`src/rtl/mul_seq_32bit_pkg.sv`:
```
// Shared constants and state encoding for the sequential 32x32 shift-add multiplier.
package mul_seq_32bit_pkg;
   localparam int MUL_WIDTH = 32;
   localparam int CNT_W     = 6;
   localparam logic [CNT_W-1:0] LAST_STEP = CNT_W'(MUL_WIDTH - 1);

   typedef enum logic [1:0] {
      ST_IDLE = 2'd0,
      ST_RUN  = 2'd1,
      ST_DONE = 2'd2
   } state_t;
endpackage

```
`src/rtl/full_adder_32bit.sv`:
```
// 32-bit adder with carry in/out; the only arithmetic on the multiplier datapath.
module full_adder_32bit (
   input  logic [31:0] a,
   input  logic [31:0] b,
   input  logic        c_in,
   output logic [31:0] sum,
   output logic        c_out
);
   assign {c_out, sum} = {1'b0, a} + {1'b0, b} + {32'b0, c_in};
endmodule

```
`src/rtl/mul_seq_32bit.sv`:
```
// Unsigned 32x32 sequential multiplier, one shift-add step per clock, done 32 cycles after start.
//
// state | meaning
// IDLE  | waiting for start, product held
// RUN   | 32 shift-add steps, counter tracks step index
// DONE  | product valid, done pulse for one cycle
module mul_seq_32bit
   import mul_seq_32bit_pkg::*;
#(
   parameter int WIDTH = MUL_WIDTH
) (
   input  logic                 clk,
   input  logic                 rst,
   input  logic                 start,
   input  logic [WIDTH-1:0]     a,
   input  logic [WIDTH-1:0]     b,
   output logic                 busy,
   output logic                 done,
   output logic [2*WIDTH-1:0]   product
);
   state_t           state, state_nxt;
   logic [CNT_W-1:0] cnt;
   logic [WIDTH-1:0] mcand, acc_hi, acc_lo, addend, sum;
   logic             carry;
   logic             last_step;

   assign addend    = acc_lo[0] ? mcand : '0;
   assign last_step = (cnt == LAST_STEP);

   full_adder_32bit u_add (
      .a     (acc_hi),
      .b     (addend),
      .c_in  (1'b0),
      .sum   (sum),
      .c_out (carry)
   );

   always_ff @(posedge clk or posedge rst) begin
      if (rst) state <= ST_IDLE;
      else     state <= state_nxt;
   end

   always_comb begin
      state_nxt = state;
      busy      = 1'b0;
      done      = 1'b0;
      case (state)
         ST_IDLE: if (start) state_nxt = ST_RUN;
         ST_RUN: begin
            busy = 1'b1;
            if (last_step) state_nxt = ST_DONE;
         end
         ST_DONE: begin
            busy      = 1'b1;
            done      = 1'b1;
            state_nxt = ST_IDLE;
         end
         default: state_nxt = ST_IDLE;
      endcase
   end

   always_ff @(posedge clk or posedge rst) begin
      if (rst) begin
         cnt     <= '0;
         mcand   <= '0;
         acc_hi  <= '0;
         acc_lo  <= '0;
         product <= '0;
      end else begin
         case (state)
            ST_IDLE: if (start) begin
               mcand  <= a;
               acc_lo <= b;
               acc_hi <= '0;
               cnt    <= '0;
            end
            ST_RUN: begin
               // {carry, sum, acc_lo} shifted right by one
               acc_hi <= {carry, sum[WIDTH-1:1]};
               acc_lo <= {sum[0], acc_lo[WIDTH-1:1]};
               cnt    <= cnt + 1'b1;
               if (last_step) product <= {carry, sum, acc_lo[WIDTH-1:1]};
            end
            default: ;
         endcase
      end
   end
endmodule

```
`config.mk`:
```
export PLATFORM = sky130hd
export DESIGN_NAME = mul_seq_32bit
export DESIGN_NICKNAME = d
export VERILOG_FILES = /design/src/rtl/mul_seq_32bit_pkg.sv /design/src/rtl/full_adder_32bit.sv /design/src/rtl/mul_seq_32bit.sv
export SDC_FILE = /design/constraint.sdc
export NUM_CORES = 1
export LEC_CHECK = 0
export ABC_CLOCK_PERIOD_IN_PS = 12800
export CORE_ASPECT_RATIO = 1.75
export CORE_MARGIN = 10
export CORE_UTILIZATION = 45
export CTS_CLUSTER_DIAMETER = 60
export DETAILED_ROUTE_END_ITERATION = 10
export PLACE_DENSITY = 0.69
export SLEW_MARGIN = 20
export SYNTH_ARGS = -nofsm -noshare
export SYNTH_HDL_FRONTEND = slang
export SYNTH_HIERARCHICAL = 1
export SYNTH_SLANG_ARGS = --single-unit
```
`constraint.sdc`:
```
create_clock -name clk -period 12.8 [get_ports clk]
set_clock_uncertainty 0.2 [all_clocks]
set_input_delay 1.28 -clock clk [delete_from_list [all_inputs] [get_ports clk]]
set_output_delay 1.28 -clock clk [all_outputs]
set_load 0.02 [all_outputs]
```
==> impl_metrics.py <==
metrics = {
    "timing": {
        "rsz0062_at_grt": "false",
        "max_freq_mhz": 257,
        "max_slew.worst_pin.slew_ns": 1.01,
        "fin_setup_tns_ns": 0,
        "layout_min_cycle_time_ns": 3.88,
        "hold_ws_ns": 0.288,
        "finalMaxSlewViolations": 0,
        "slew_headroom_pct": 32.6,
        "finalHoldViolCount": 0,
        "min_period_over_period_pct": 30.3,
        "setup_viol": 0,
    },
    "pwr": {
        "max-vdd-ir-drop_mv": 0.107,
        "power_density_nw_per_um2": 200,
        "p_leak_nw": 5.01,
        "power.total_mw": 2.14,
    },
    "cells_and_area": {
        "fin_cells": 1106,
        "diodes": 0,
        "syn_to_final_growth_pct": 24.9,
        "nets": 960,
        "drive_gt1_share_pct": 16.1,
        "final_cell_mix": "168 x dfrtp_1, 132 x clkdlybuf4s50_1, 92 x mux2_2",
        "mostFrequentLayoutCell": "dfrtp_1",
    },
    "detailed_routing": {
        "ant_nets": 0,
        "avgViaCountPerCell": 5.49,
        "wire_per_inst_um": 18.4,
        "vias": 6070,
        "remaining_drc_errors": 0,
        "drt_iter0_markers": 363,
        "drt-total-wl_um": 20400,
        "first_pass_iters": 4,
    },
    "cts": {
        "cts_buffer_depth": 2,
        "cts.hold.buffers_added": 0,
        "root_buffer": "clkbuf_16",
        "clock_latency_ns": 0.43,
        "cts-resized-gates": 0,
        "cts.sinks": 168,
        "post_cts_buffers": 0,
        "path_clk_slew_ns": 0.07,
        "h-tree-depth": 4,
        "numCtsBuffers": 17,
        "tritoncts": "yes",
    },
    "placement": {
        "port_buffers": 132,
        "dp.cells": 1075,
        "hpwl_um": 14300,
        "gp_congestion": 0.895,
    },
    "synth": {
        "ys_types": 55,
        "synthTopCellsByArea": "dfrtp_1 49%, mux2_2 12%, ha_1 5.1%, mux2i_1 4.0%, a22o_1 3.4%",
        "synth_top_cell_by_area": "dfrtp_1",
        "synth_edf_count": 0,
        "yosysWarnings": 6,
        "syn_nets": 846,
        "avgSynthCellArea_um2": 11.5,
        "ys.flop_type": "dfrtp_1",
        "ys_seq_elements": 168,
        "ys_seq_area_share_pct": 49.3,
        "netlist_instances": 742,
        "async_flop_share_pct": 100,
        "yosysTopAreaCellShare_pct": 49.3,
        "synth_area_um2": 8540,
    },
    "global_route": {
        "grt_pass1_wl_um": 33000,
        "grt_pass1_vias": 6443,
        "grt_max_degree": 110,
        "grt-ovfl-total": 0,
        "grt_usage_pct": 16.5,
        "antenna_found_initial": 0,
    },
    "setup_path": {
        "path_class": "flip-flop to flip-flop",
        "crit_arrival_ns": 4.00,
        "cp.required_ns": 12.91,
        "cp_max_fo": 33,
        "cpMostUsedCell": "fa_1",
        "worstPathCellList": "buf_4 -> and2_1 -> fa_1 -> fa_1 -> a21o_1 -> a221oi_2 -> o31ai_2 -> a21oi_2 -> o22ai_1 -> a311o_1 -> mux2_1",
        "critical_path.startpoint_type": "flip-flop",
        "path_buf_inv": 1,
        "rrSetupSlack_ns": 8.92,
        "crit_slowest_cell": "fa_1",
        "crit_family": "compound AO/OA/AOI/OAI gates",
        "cp-end-kind": "flip-flop",
        "critPathMaxStageDelay_ns": 0.44,
    },
    "run": {
        "maxCapViolations": 0,
    },
    "floorplan": {
        "die_width_um": 124,
        "start_util_pct": 45.7,
        "core_area_um2": 18700,
        "die-area_um2": 25100,
        "num_io_pins": 133,
        "num_rows": 66,
        "die_y_um": 202,
    },
    "status": {
        "status": "completed",
    },
    "min_path": {
        "hp-class": "flip-flop to flip-flop",
    },
}
-- state kept, by name, indices dropped and copies added (netlist names) --
signal   flops
product     64
acc_lo      32
state        2
cnt          6
acc_hi      32
mcand       32
-- stage by stage --
| step | instance area, µm² | setup slack [ns] | utilization [%] |
|---|---|---|---|
| after floorplan | 8540 | 6.77 | - |
| after global placement | 10000 | 9.01 | 53.7 |
| after detailed placement | 10000 | 8.94 | 53.7 |
| after CTS | 10700 | 8.90 | 57.1 |
| after global routing | 10700 | 8.76 | 57.1 |
| final | 10700 | 8.92 | 57.1 |
-- where the power goes --
group	internal [mW]	switching [mW]	total, mW
sequential	0.671	0.0870	0.758
clock	0.342	0.212	0.555
combinational	0.350	0.474	0.824
-- cell type report --
cell class / count / area (µm²)
Clock buffer: 21 / 470
Clock inverter: 10 / 168
Fill cell: 1660 / 8000
Inverter: 10 / 42.5
Multi-Input combinational cell: 521 / 4110
Sequential cell: 168 / 4200
Tap cell: 238 / 298
Timing Repair Buffer: 138 / 1370
-- worst paths after layout --
kind | startpoint | to | depth (start not counted)
worst max-delay path | acc_lo[0]$_DFFE_PP0P_ | product[49]$_DFFE_PP0P_ | 11
worst min-delay path | product[52]$_DFFE_PP0P_ | product[52]$_DFFE_PP0P_ | 1
worst max register to register | acc_lo[0]$_DFFE_PP0P_ | product[49]$_DFFE_PP0P_ | 11
worst min register to register | product[52]$_DFFE_PP0P_ | product[52]$_DFFE_PP0P_ | 1
max in group asynchronous | rst | product[23]$_DFFE_PP0P_ | 3
min in group asynchronous | rst | product[1]$_DFFE_PP0P_ | 2
-- synth_stat cells, types with 13 or more instances --
master / n
dfrtp_1: 168
mux2_2: 92
nand2_1: 56
o21ai_0: 52
ha_1: 35
mux2i_1: 34
a21oi_1: 33
a22o_1: 33
and2_1: 33
a21o_1: 24
buf_2: 23
clkbuf_1: 18
nor2_1: 15
xnor2_1: 14
xor2_1: 13
-- metal layers --
| metal | up-vias | global-route usage, % | wire (µm) |
|---|---|---|---|
| met5 | - | 0 | 0 |
| met4 | 0 | 6.28 | 386 |
| met3 | 23 | 3.32 | 931 |
| met2 | 119 | 30.2 | 11300 |
| met1 | 3018 | 17.8 | 7810 |
| li1 | 2910 | - | - |
-- kinds of logic (layout without fill, tap and decap cells) --
family                   count (synthesis)  in the layout  share of synthesized area (%)
AO/OA/AOI/OAI                          183            183                           14.4
XOR/XNOR                                27             27                           2.77
adder cells (fa/ha/maj)                 37             37                           5.60
buffers and inverters                   53            179                           2.73
flip-flops                             168            168                           49.3
multiplexers                           131            131                           16.8
other                                    1              1                         0.0439
AND/OR/NAND/NOR                        142            142                           8.43
Power figures use the tool's default switching activity.
==> variant (config.mk and constraints unchanged) <==
Put one more register stage on the output `product`, cleared by the reset. The value now appears one clock later. The other outputs are not delayed to match. Comments in the files are not updated.
--- a/src/rtl/mul_seq_32bit.sv
+++ b/src/rtl/mul_seq_32bit.sv
@@ -18,6 +18,8 @@
    output logic                 done,
    output logic [2*WIDTH-1:0]   product
 );
+
+   logic [2*WIDTH-1:0] product_s0;
    state_t           state, state_nxt;
    logic [CNT_W-1:0] cnt;
    logic [WIDTH-1:0] mcand, acc_hi, acc_lo, addend, sum;
@@ -65,7 +67,7 @@
          mcand   <= '0;
          acc_hi  <= '0;
          acc_lo  <= '0;
-         product <= '0;
+         product_s0 <= '0;
       end else begin
          case (state)
             ST_IDLE: if (start) begin
@@ -79,11 +81,19 @@
                acc_hi <= {carry, sum[WIDTH-1:1]};
                acc_lo <= {sum[0], acc_lo[WIDTH-1:1]};
                cnt    <= cnt + 1'b1;
-               if (last_step) product <= {carry, sum, acc_lo[WIDTH-1:1]};
+               if (last_step) product_s0 <= {carry, sum, acc_lo[WIDTH-1:1]};
             end
             default: ;
          endcase
       end
    end
+   always_ff @(posedge clk or posedge rst) begin
+      if (rst) begin
+         product <= '0;
+      end else begin
+         product <= product_s0;
+      end
+   end
+
 endmodule
 
Formal check against the unedited RTL: same outputs for any inputs over 10 cycles, from zero or initial values and one cycle with rst high; that may be too few to reach the edited logic, so the function may still have changed.
==> variant against the unedited design <==
Final area rose by 18%; die area is 17% higher; wire length increased by 10%; total power grew 17%; final cell count increased by 13%; setup slack worse by 0.15 ns; synthesized area increased by 20%; hold slack got worse by 0.12 ns; global-route usage down 1.0 points; combinational power rose by 1%; via count is 8.6% higher; sequential power rose by 27%; sequential cell count up 64; largest cell class unchanged; largest power group is now sequential cells; highest routed layer unchanged.
==> variant: results (changes against the unedited design) <==
Synth
The async set or reset register ratio after synthesis is 1.00 (unchanged). The count of yosys warnings during synthesis is 6 (unchanged). After synthesis, the cell types taking the most area are sky130_fd_sc_hd__dfrtp_1 (57%), sky130_fd_sc_hd__mux2_2 (9.6%), sky130_fd_sc_hd__ha_1 (4.3%). The most common flop cell mapped by yosys is sky130_fd_sc_hd__dfrtp_1. The sequential share of the synthesized area is 0.567 (+0.0749). The number of unique standard cell types used by synthesis was 58 (+5.5%).

Sorting the synthesized cells by how often they occur yields sky130_fd_sc_hd__dfrtp_1 (232), sky130_fd_sc_hd__mux2_2 (87), sky130_fd_sc_hd__nand2_1 (53). The number of nets produced by synthesis is 916 (+8.3%).

Drt
The final routed wirelength across all metal layers was 22500 µm (+10%). The number of violations reported at the end of detailed-routing iteration 0 was 395 (+8.8%). The number of vias after detailed routing was 6591 (+8.6%). The number of design rule violations left after detail routing is 0 (unchanged). The first-pass iteration count of the detailed router is 4 (unchanged).

Global routing
The global-route usage over all layers is 0.155 (-0.0104). The initial antenna violation count is 0 (unchanged). The number of global-route vias before repair was 7296 (+13%).

The first-pass GRT wire length was 37400 µm (+13%). The maximum number of pins on one net before global-route repair is 95 (-14%).

Setup path
The logic depth of the worst register-to-register path is 12 (+1). The endpoint of the worst-slack reg-to-reg timing path is product_s0[49]. The slack of the worst reg-to-reg path is 8.77 ns (-0.15 ns). The highest cell delay on the worst timing path came to 0.54 ns (+0.10 ns). The arrival time at the worst endpoint is 4.22 ns (+0.22 ns). The worst register-to-register path begins at acc_lo[0]. STA classifies the critical path startpoint as a flop. The biggest fanout along the worst timing path came to 33 (unchanged). The kind of cell with the highest combined delay on the critical path is compound AO/OA/AOI/OAI gates. On the critical path, the stage with the largest delay is an instance of sky130_fd_sc_hd__or4_1.

Min path
The hold path depth is 0 (-1). The path class of the tightest hold or removal check is flop to flop. The end of the worst hold path is product[11]. In this run the most critical hold path is launched from product_s0[11].

CTS
The total setup buffers inserted after CTS is 0 (unchanged). The clock root buffer master is sky130_fd_sc_hd__clkbuf_16. The clock latency at the later pin of the worst-skew pair is 0.51 ns (+0.08 ns). The count of cells resized by post-cts repair is 0 (unchanged).

The H-tree depth is 1 (-3). The maximum buffer depth of the clock tree is 3 (+1). Clock-pin slew was measured on the worst setup and hold paths at 0.06 ns.

The number of buffers added by the clock tree synthesis step is 23 (+6).

Placement
The standard cell area after detailed placement was 11800 µm² (+17%). The total half-perimeter wirelength after legalization and detailed placement is 15700 µm (+10%). The post-place setup slack is 8.77 ns (-0.167 ns).

The weighted congestion at the end of routability-driven global placement is 0.926 (+3.6%). The number of port buffers is 132 (unchanged).

Final layout
The final-layout fill cell count is 1935 (+17%). The share of post-route cells with drive strength above 1 is 0.161 (about the same). The number of inserted diodes is 0 (unchanged).

The total number of nets in the final design was 1036 (+7.9%). In the final layout, the registers with the most flip-flops are product (64), product_s0 (64).

Outcome
The flow ran to the end, and the final reports show no timing, DRC or antenna violations.

Timing
The slew at the pin closest to its max-slew limit is 0.931 ns (-0.0803 ns).

Power and ir drop
The reported leakage power is 6.02 nW (+20%). The peak supply drop was 109 µV (+1.7%).
==> variant: worst max path at each step <==
stage	end	slack (ns)	cells past startpoint
2_1_floorplan	acc_hi[0]	4.96	1
3_3_place_gp	product_s0[49]	8.83	12
3_5_place_dp	product_s0[49]	8.77	12
4_1_cts	product_s0[49]	8.75	12
5_1_grt	product_s0[49]	8.60	12
6_report	product_s0[49]	8.77	12
==> variant: cells by family after synthesis <==
| family | share of synthesized area |
|---|---|
| AO/OA/AOI/OAI | 0.117 |
| other | 0.000367 |
| multiplexers | 0.139 |
| flip-flops | 0.567 |
| adder cells (fa/ha/maj) | 0.0467 |
| XOR/XNOR | 0.0240 |
| AND/OR/NAND/NOR | 0.0757 |
| buffers and inverters | 0.0298 |
==> variant: layer usage <==
layer,GRT usage,vias to the layer above,part of all wire
li1,-,3135,-
met1,0.167,3304,0.39
met2,0.299,131,0.56
met3,0.0280,21,0.042
met4,0.0430,0,0.016
met5,0,-,0
==> variant: area by class of cell <==
class | count | area (µm²) | share of cell area
flip-flops and latches | 232 | 5810 | 0.462
repair buffers | 141 | 1390 | 0.111
clock buffers | 24 | 589 | 0.0469
inverters | 9 | 41.3 | 0.00329
clock inverters | 17 | 209 | 0.0166
multi-input cells | 525 | 4150 | 0.330
well taps | 300 | 375 | 0.0299
==> variant: metrics by stage <==
| step | cells | hold WS [ns] |
|---|---|---|
| global placement | 1207 | 0.151 |
| finish | 1248 | 0.168 |
| detailed placement | 1207 | 0.157 |
| floorplan | 812 | 0.147 |
| CTS | 1248 | 0.171 |
| global route | 1248 | 0.177 |
==> variant: report_power, final <==
group	total, mW	switching [mW]	leakage [nW]	internal (mW)
logic	0.835	0.482	2.54	0.353
clock network	0.710	0.290	0.386	0.420
registers	0.963	0.0895	3.09	0.873
